===== config.mk =====
export PLATFORM = sky130hd
export DESIGN_NAME = matmul_ctrl_flat
export DESIGN_NICKNAME = d
export VERILOG_FILES = /design/src/rtl/matmul_ctrl_if.sv /design/src/rtl/matmul_ctrl.sv /design/src/flat_wrapper.sv
export SDC_FILE = /design/constraint.sdc
export NUM_CORES = 1
export LEC_CHECK = 0
export ABC_AREA = 1
export CAP_MARGIN = 40
export CORE_AREA = 2 2 152 154
export DETAILED_ROUTE_END_ITERATION = 16
export DIE_AREA = 0 0 154 156
export PLACE_DENSITY = 0.66
export SETUP_SLACK_MARGIN = 0.5
export SLEW_MARGIN = 20
export SYNTH_ARGS = -nofsm -noshare
export SYNTH_HDL_FRONTEND = slang
export SYNTH_SLANG_ARGS = --single-unit

===== constraint.sdc =====
create_clock -name clk -period 5.15 [get_ports clk]
set_clock_uncertainty 0.05 [all_clocks]
set_input_delay 1.03 -clock clk [delete_from_list [all_inputs] [get_ports clk]]
set_output_delay 1.03 -clock clk [all_outputs]
set_load 0.02 [all_outputs]

===== src/rtl/matmul_ctrl_if.sv =====
// Controller-side bus of the matmul engine: job handshake, A/X memory reads,
// MAC lane control/results and result-memory writes.
interface matmul_ctrl_if #(
  parameter int ACC_W = 20
) ();
  logic             start;
  logic             busy;
  logic             done;
  logic             a_rd_en;
  logic [5:0]       a_addr;
  logic             x_rd_en;
  logic [2:0]       x_addr;
  logic             alu_en;
  logic [ACC_W-1:0] mu1, mu2, mu3, mu4, mu5, mu6, mu7;
  logic             r_we;
  logic [5:0]       r_addr;
  logic [ACC_W-1:0] r_wdata;

  modport master (
    input  start, mu1, mu2, mu3, mu4, mu5, mu6, mu7,
    output busy, done, a_rd_en, a_addr, x_rd_en, x_addr, alu_en,
           r_we, r_addr, r_wdata
  );

  modport slave (
    output start, mu1, mu2, mu3, mu4, mu5, mu6, mu7,
    input  busy, done, a_rd_en, a_addr, x_rd_en, x_addr, alu_en,
           r_we, r_addr, r_wdata
  );
endinterface


===== src/rtl/matmul_ctrl.sv =====
// Row-sequencing controller for a 7-lane MAC datapath: streams A/X reads per row,
// captures the lane results and writes them out lane by lane.
module matmul_ctrl #(
  parameter int ROWS  = 7,
  parameter int KDEP  = 8,
  parameter int ACC_W = 20
) (
  input  logic          clk,
  input  logic          rst,
  matmul_ctrl_if.master bus
);
  localparam int RW = (ROWS > 1) ? $clog2(ROWS) : 1;
  localparam int PW = $clog2(KDEP + 1);

  typedef enum logic [1:0] {IDLE, MAC, WRITE, DONE} state_t;

  state_t           state_q, state_d;
  logic [RW-1:0]    row_q, row_d;
  logic [PW-1:0]    p_q, p_d;
  logic [2:0]       lane_q, lane_d;
  logic [ACC_W-1:0] buf_q [7];
  logic             cap;

  always_ff @(posedge clk) begin
    if (rst) begin
      state_q <= IDLE;
      row_q   <= '0;
      p_q     <= '0;
      lane_q  <= '0;
      for (int unsigned i = 0; i < 7; i++) buf_q[i] <= '0;
    end else begin
      state_q <= state_d;
      row_q   <= row_d;
      p_q     <= p_d;
      lane_q  <= lane_d;
      if (cap) begin
        buf_q[0] <= bus.mu1;
        buf_q[1] <= bus.mu2;
        buf_q[2] <= bus.mu3;
        buf_q[3] <= bus.mu4;
        buf_q[4] <= bus.mu5;
        buf_q[5] <= bus.mu6;
        buf_q[6] <= bus.mu7;
      end
    end
  end

  always_comb begin
    state_d     = state_q;
    row_d       = row_q;
    p_d         = p_q;
    lane_d      = lane_q;
    cap         = 1'b0;
    bus.busy    = 1'b0;
    bus.done    = 1'b0;
    bus.a_rd_en = 1'b0;
    bus.a_addr  = '0;
    bus.x_rd_en = 1'b0;
    bus.x_addr  = '0;
    bus.alu_en  = 1'b0;
    bus.r_we    = 1'b0;
    bus.r_addr  = '0;
    bus.r_wdata = '0;

    case (state_q)
      IDLE: begin
        if (bus.start) begin
          state_d = MAC;
          row_d   = '0;
          p_d     = '0;
        end
      end

      MAC: begin
        bus.busy = 1'b1;
        if (p_q != PW'(KDEP)) begin
          bus.a_rd_en = 1'b1;
          bus.x_rd_en = 1'b1;
          bus.a_addr  = 6'(row_q) * 6'(KDEP) + 6'(p_q);
          bus.x_addr  = 3'(p_q);
        end
        // MAC trails the reads by one cycle to match the memory read latency
        if (p_q != '0) bus.alu_en = 1'b1;
        if (p_q == PW'(KDEP)) begin
          cap     = 1'b1;
          lane_d  = '0;
          state_d = WRITE;
        end else begin
          p_d = p_q + PW'(1);
        end
      end

      WRITE: begin
        bus.busy    = 1'b1;
        bus.r_we    = 1'b1;
        bus.r_addr  = 6'(row_q) * 6'd7 + 6'(lane_q);
        bus.r_wdata = buf_q[lane_q];
        if (lane_q == 3'd6) begin
          if (row_q == RW'(ROWS - 1)) begin
            state_d = DONE;
          end else begin
            row_d   = row_q + RW'(1);
            p_d     = '0;
            state_d = MAC;
          end
        end else begin
          lane_d = lane_q + 3'd1;
        end
      end

      DONE: begin
        bus.done = 1'b1;
        state_d  = IDLE;
      end

      default: state_d = IDLE;
    endcase
  end
endmodule


===== src/flat_wrapper.sv =====
// flat-port wrapper written by rule: the top's interface ports become plain ports
module matmul_ctrl_flat 
#(
  parameter int ROWS  = 7,
  parameter int KDEP  = 8,
  parameter int ACC_W = 20
)
  (clk, rst, bus_start, bus_mu1, bus_mu2, bus_mu3, bus_mu4, bus_mu5, bus_mu6, bus_mu7, bus_busy, bus_done, bus_a_rd_en, bus_a_addr, bus_x_rd_en, bus_x_addr, bus_alu_en, bus_r_we, bus_r_addr, bus_r_wdata);
  matmul_ctrl_if #(.ACC_W(ACC_W)) bus_i ();
  input  logic clk;
  input  logic rst;
  input wire logic [$bits(bus_i.start)-1:0] bus_start;
  input wire logic [$bits(bus_i.mu1)-1:0] bus_mu1;
  input wire logic [$bits(bus_i.mu2)-1:0] bus_mu2;
  input wire logic [$bits(bus_i.mu3)-1:0] bus_mu3;
  input wire logic [$bits(bus_i.mu4)-1:0] bus_mu4;
  input wire logic [$bits(bus_i.mu5)-1:0] bus_mu5;
  input wire logic [$bits(bus_i.mu6)-1:0] bus_mu6;
  input wire logic [$bits(bus_i.mu7)-1:0] bus_mu7;
  output wire logic [$bits(bus_i.busy)-1:0] bus_busy;
  output wire logic [$bits(bus_i.done)-1:0] bus_done;
  output wire logic [$bits(bus_i.a_rd_en)-1:0] bus_a_rd_en;
  output wire logic [$bits(bus_i.a_addr)-1:0] bus_a_addr;
  output wire logic [$bits(bus_i.x_rd_en)-1:0] bus_x_rd_en;
  output wire logic [$bits(bus_i.x_addr)-1:0] bus_x_addr;
  output wire logic [$bits(bus_i.alu_en)-1:0] bus_alu_en;
  output wire logic [$bits(bus_i.r_we)-1:0] bus_r_we;
  output wire logic [$bits(bus_i.r_addr)-1:0] bus_r_addr;
  output wire logic [$bits(bus_i.r_wdata)-1:0] bus_r_wdata;
  assign bus_i.start = bus_start;
  assign bus_i.mu1 = bus_mu1;
  assign bus_i.mu2 = bus_mu2;
  assign bus_i.mu3 = bus_mu3;
  assign bus_i.mu4 = bus_mu4;
  assign bus_i.mu5 = bus_mu5;
  assign bus_i.mu6 = bus_mu6;
  assign bus_i.mu7 = bus_mu7;
  assign bus_busy = bus_i.busy;
  assign bus_done = bus_i.done;
  assign bus_a_rd_en = bus_i.a_rd_en;
  assign bus_a_addr = bus_i.a_addr;
  assign bus_x_rd_en = bus_i.x_rd_en;
  assign bus_x_addr = bus_i.x_addr;
  assign bus_alu_en = bus_i.alu_en;
  assign bus_r_we = bus_i.r_we;
  assign bus_r_addr = bus_i.r_addr;
  assign bus_r_wdata = bus_i.r_wdata;
  matmul_ctrl #(.ROWS(ROWS), .KDEP(KDEP), .ACC_W(ACC_W)) u_core (.clk(clk), .rst(rst), .bus(bus_i));
endmodule

## Word-level counts from Yosys, hierarchy flattened

Memory sizes are Yosys's and may differ from the RTL's. A register that Yosys moved wholly into a read port is not among the register bits.
Index checks and enable logic that the tools add are counted.

| word-level totals | value |
|---|---|
| flip-flop bits (word level) | 12 |
| memory bits (writable) | 140 |
| input port bits | 143 |
| output and inout port bits | 41 |
| word-level logic and storage cells | 87 |
| memories kept | 1 |

| cells by class | value |
|---|---|
| add/sub/neg operators | 5 |
| $mul | 1 |
| eq/ne operators | 13 |
| mux-type cells | 46 |
| bitwise logic cells | 7 |
| reduce and logical (&&, ||, !) cells | 10 |

Memory list:

| name | words | bits a word | rd ports | clocked after memory_dff | wr ports | RTL line | RTL |
|---|---|---|---|---|---|---|---|
| u_core.buf_q | 7 | 20 | 1 | 1 | 7 | matmul_ctrl.sv:21 | `logic [ACC_W-1:0] buf_q [7];` |

Operators with widths:

| cell | count |
|---|---|
| $mux 20 | 8 |
| $mux 3 | 9 |
| $mux 6 | 3 |
| $mux 4 | 4 |
| $mux 1 | 14 |
| $pmux 3 s2 | 2 |
| $pmux 4 s3 | 1 |
| $mux 2 | 4 |
| $ne 2x2->1 const B | 4 |
| $pmux 2 s4 | 1 |
| $or 1x1->1 | 7 |
| $add 3x1->3 const B | 2 |
| $add 6x3->6 | 1 |
| $add 6x4->6 | 1 |
| $eq 3x3->1 const B | 2 |
| $mul 3x3->6 const B | 1 |
| $reduce_and 3->1 | 2 |
| $reduce_and 5->1 | 1 |
| $add 4x1->4 const B | 1 |
| $eq 2x2->1 const B | 2 |
| $eq 4x4->1 const B | 1 |
| $ne 2x1->1 const B | 2 |
| $ne 4x4->1 const B | 1 |
| $reduce_and 4->1 | 1 |
| other kinds (6) | 7 |

## Depth between registers and ports, before layout

| depth | value |
|---|---|
| depth after elaboration | 7 |
| depth in mapped cells | 11 |
| depth with buffers taken out | 11 |

## Worst setup path before layout

OpenSTA, ideal clock, no wires.

| timing path | value |
|---|---|
| kind | input -> register |
| start | in rst |
| end | mem u_core.buf_q[0][0] (enable) |
| library setup time | 504 ps |
| arrival time | 4377 ps |
| data required time | 4596 ps |
| slack | 219 ps |
| stages | 3 |
| buffers on the path | 1 |
| cells stage by stage | clkbuf_1 > inv_1 > nand2_1 |

RTL lines:

| what | RTL line | RTL |
|---|---|---|
| start: declaration | flat_wrapper.sv:11 | `input logic rst;` |
| end: declaration | matmul_ctrl.sv:21 |  |

## Final worst setup path

| timing path | value |
|---|---|
| start | reg u_core.row_q[2] |
| end | out bus_r_addr[5] |

| between the ends | value |
|---|---|
| cells in the longest elaborated chain, start to end | 3 |

RTL lines:

| what | RTL line | RTL |
|---|---|---|
| start: declaration | matmul_ctrl.sv:18 | `logic [RW-1:0] row_q, row_d;` |
| start signal: assignment | matmul_ctrl.sv:33 | `row_q <= row_d;` |
| $mul 3x3->6 | matmul_ctrl.sv:96 | `bus.r_addr = 6'(row_q) * 6'd7 + 6'(lane_q);` |
| $add 6x3->6 | matmul_ctrl.sv:96 |  |
| $mux 6 | matmul_ctrl.sv:65 | `case (state_q)` |
| end: declaration | flat_wrapper.sv:28 | `output wire logic [$bits(bus_i.r_addr)-1:0] bus_r_addr;` |

No other way between the ends.

==> results by group <==
Run status
  – Status: complete, no violations

Route
  – First-pass iteration count of the detailed router: 4
  – Drc violations: 0
  – Routed vias: 6265
  – Final ANT Viol Nets: 0
  – Post-DR wirelength/cell: 14.9 µm
  – Vias per inst: 4.60
  – First DRT Iteration DRCs: 314
  – Final WL: 20300 µm

Die
  – Die Ht: 156 µm
  – Die area: 24000 µm²
  – Num ports: 184
  – Die span in x: 154 µm
  – Row count: 55
  – Starting Density: 39.2%
  – Core ar.: 22400 µm²

Synthesis
  – Sequential share of the synthesized area: 51.4%
  – Synth warn: 0
  – FF+latch count, synth: 155
  – Post-Synthesis Cells: 899
  – Cell Area, Synth: 8770 µm²
  – Area leader, netlist: edfxtp_1
  – Syn Nets: 1067
  – Number of enable-type register cells in the synthesized netlist: 140
  – Avg Cell Area, Syn: 9.75 µm²
  – Area share of the largest cell type after synthesis: 48.0%
  – Top_reg_cell synth: edfxtp_1
  – Synth unique cells: 27
  – Synth top area cells: edfxtp_1 (48%), nor2_4 (13%), inv_1 (7.4%)
  – Post-synthesis async set-or-reset flop share: 0%

Cells and area
  – # nets final: 1232
  – Fillers: 2067
  – Non-Filler Instances: 1363
  – Share of layout cells above drive strength 1: 14.2%
  – Most frequent cells in the layout: clkdlybuf4s50_1 (183), inv_1 (172), nor2_1 (140), edfxtp_1 (140), nand2_1 (113)
  – Area growth, synth to finish: 29.2%
  – Post-route core utilization: 50.6%
  – Most common cell after layout, fill and taps aside: clkdlybuf4s50_1
  – Final instance area: 11300 µm²

Clock network
  – CTS Sinks: 155
  – Clock Path Buffers: 2
  – CTS H-Tree Depth: 4
  – Root Buffer: clkbuf_16
  – Num CTS Buffers: 17
  – CTS tree: yes
  – Clk slew on worst S/H paths: 60 ps
  – Clock Latency Late Sink: 420 ps
  – Number of setup buffers added after CTS: 0

Timing
  – Hold_ws: 478 ps
  – Final WS setup: 716 ps
  – Final Max Tran Viols: 0
  – Period utilization: 86.1%
  – FMAX: 0.226 GHz
  – TNS Setup: 0 ps
  – Setup-failing EPs final: 0
  – RSZ-0062 raised after global routing: no
  – Least-Margin Pin Slew: 788 ps
  – Final min period: 4430 ps
  – Count of final hold-check violations: 0
  – Relative slew margins: 47.4%

Hold path
  – Hold Path Class: register to register
  – Hold path cells: 2

Pwr
  – PwrDens: 319 nW/µm²
  – Total power: 3.61 mW
  – Leakage: 4.77 nW
  – Peak supply drop: 0.160 mV

Critical path
  – R2R depth: 6
  – CP Capture Type: output pin
  – CP Data Arrival Time: 3350 ps
  – Worst Setup Start Kind: register
  – Worst EP required: 4070 ps
  – Crit Path Class: register to output pin
  – Crit-path max FO: 8

Global routing
  – GRT Overall Usage: 17.5%
  – First-pass GRT wire length: 32400 µm
  – Vias in the first global route: 6095
  – GR Overflow Total: 0
  – Initial antenna violation count: 1
  – Pin count of the biggest net entering global routing: 99

Placed design
  – IO Port Bufs: 183
  – Placed insts: 1329
  – Placement Cell Area: 10700 µm²
  – DP HPWL: 14500 µm
  – Gpl congestion: 0.842
  – Post-Place Worst Slack: 1010 ps

Run
  – Max-Cap Viols: 0
[area by class of cell]
cell class / count / area [µm²] / share of cell area [%]
antenna: 1 / 2.50 / 0.0221
clock buffer: 18 / 429 / 3.79
clock inverter: 14 / 136 / 1.20
inverter: 175 / 657 / 5.80
multi-input combinational: 520 / 3230 / 28.6
sequential: 155 / 4510 / 39.8
tap: 285 / 357 / 3.15
timing repair buffer: 195 / 2000 / 17.7
[kinds of logic after synthesis]
group	count (synthesis)	share of synthesized area (%)
xor+xnor	4	0.400
compound gates	99	6.28
simple gates	392	26.1
fa+ha+maj	25	3.91
flops	155	51.4
buf+inv	224	11.9
[repair_timing]
item	CTS	global route
setup endpoints to repair	0	1
hold buffers	0	0
gates resized for setup	0	3
[where the power goes]
group          total [mW]  internal, mW  switching [mW]
sequential           1.57          1.51          0.0556
combinational       0.848         0.331           0.518
clock                1.20         0.674           0.522
total                3.61          2.52            1.10
[path summary, 6_finish.rpt]
check	slack, ps	startpoint	endpoint
max	720	u_core.row_q[2]$_SDFFE_PP0P_	bus_r_addr[5]
min	480	u_core.row_q[0]$_SDFFE_PP0P_	u_core.row_q[0]$_SDFFE_PP0P_
max reg2reg	2770	u_core.state_q[1]$_SDFFE_PP0P_	u_core.buf_q[0][1]$_SDFFCE_PN0P_
min reg2reg	480	u_core.row_q[0]$_SDFFE_PP0P_	u_core.row_q[0]$_SDFFE_PP0P_
[sequential cells by signal (all words and copies together), names as in the netlist, named ones only]
signal          flops
u_core.buf_q      140
u_core.lane_q       3
u_core.p_q          4
u_core.row_q        3
u_core.state_q      2
[cell usage after synthesis (all sizes together) (4+ instances only)]
cell / number
nor2: 240
inv: 174
edfxtp: 140
nand2: 114
o21ai: 47
a21oi: 29
nand3: 29
buf: 25
clkbuf: 24
ha: 21
o211ai: 21
dfxtp: 15
nand4: 7
fa: 4
[critical path, stage by stage, from the launching register on]
cell	delay, ps
dfxtp_2	430
fa_1	460
fa_1	490
fa_1	450
nand2_1	90
nand2_1	50
a21oi_1	160
xor2_1	90
nor2_1	80
clkdlybuf4s50_1	620
[layer usage]
layer  track usage [%]  vias up  routed length (µm)
li1                  -     3151                   -
met1              24.6     2905                9610
met2              26.8      184                9200
met3              3.47       25                1050
met4              6.36        0                 458
met5                 0        -                   0
Note: power is estimated with default switching activity, not from simulation.
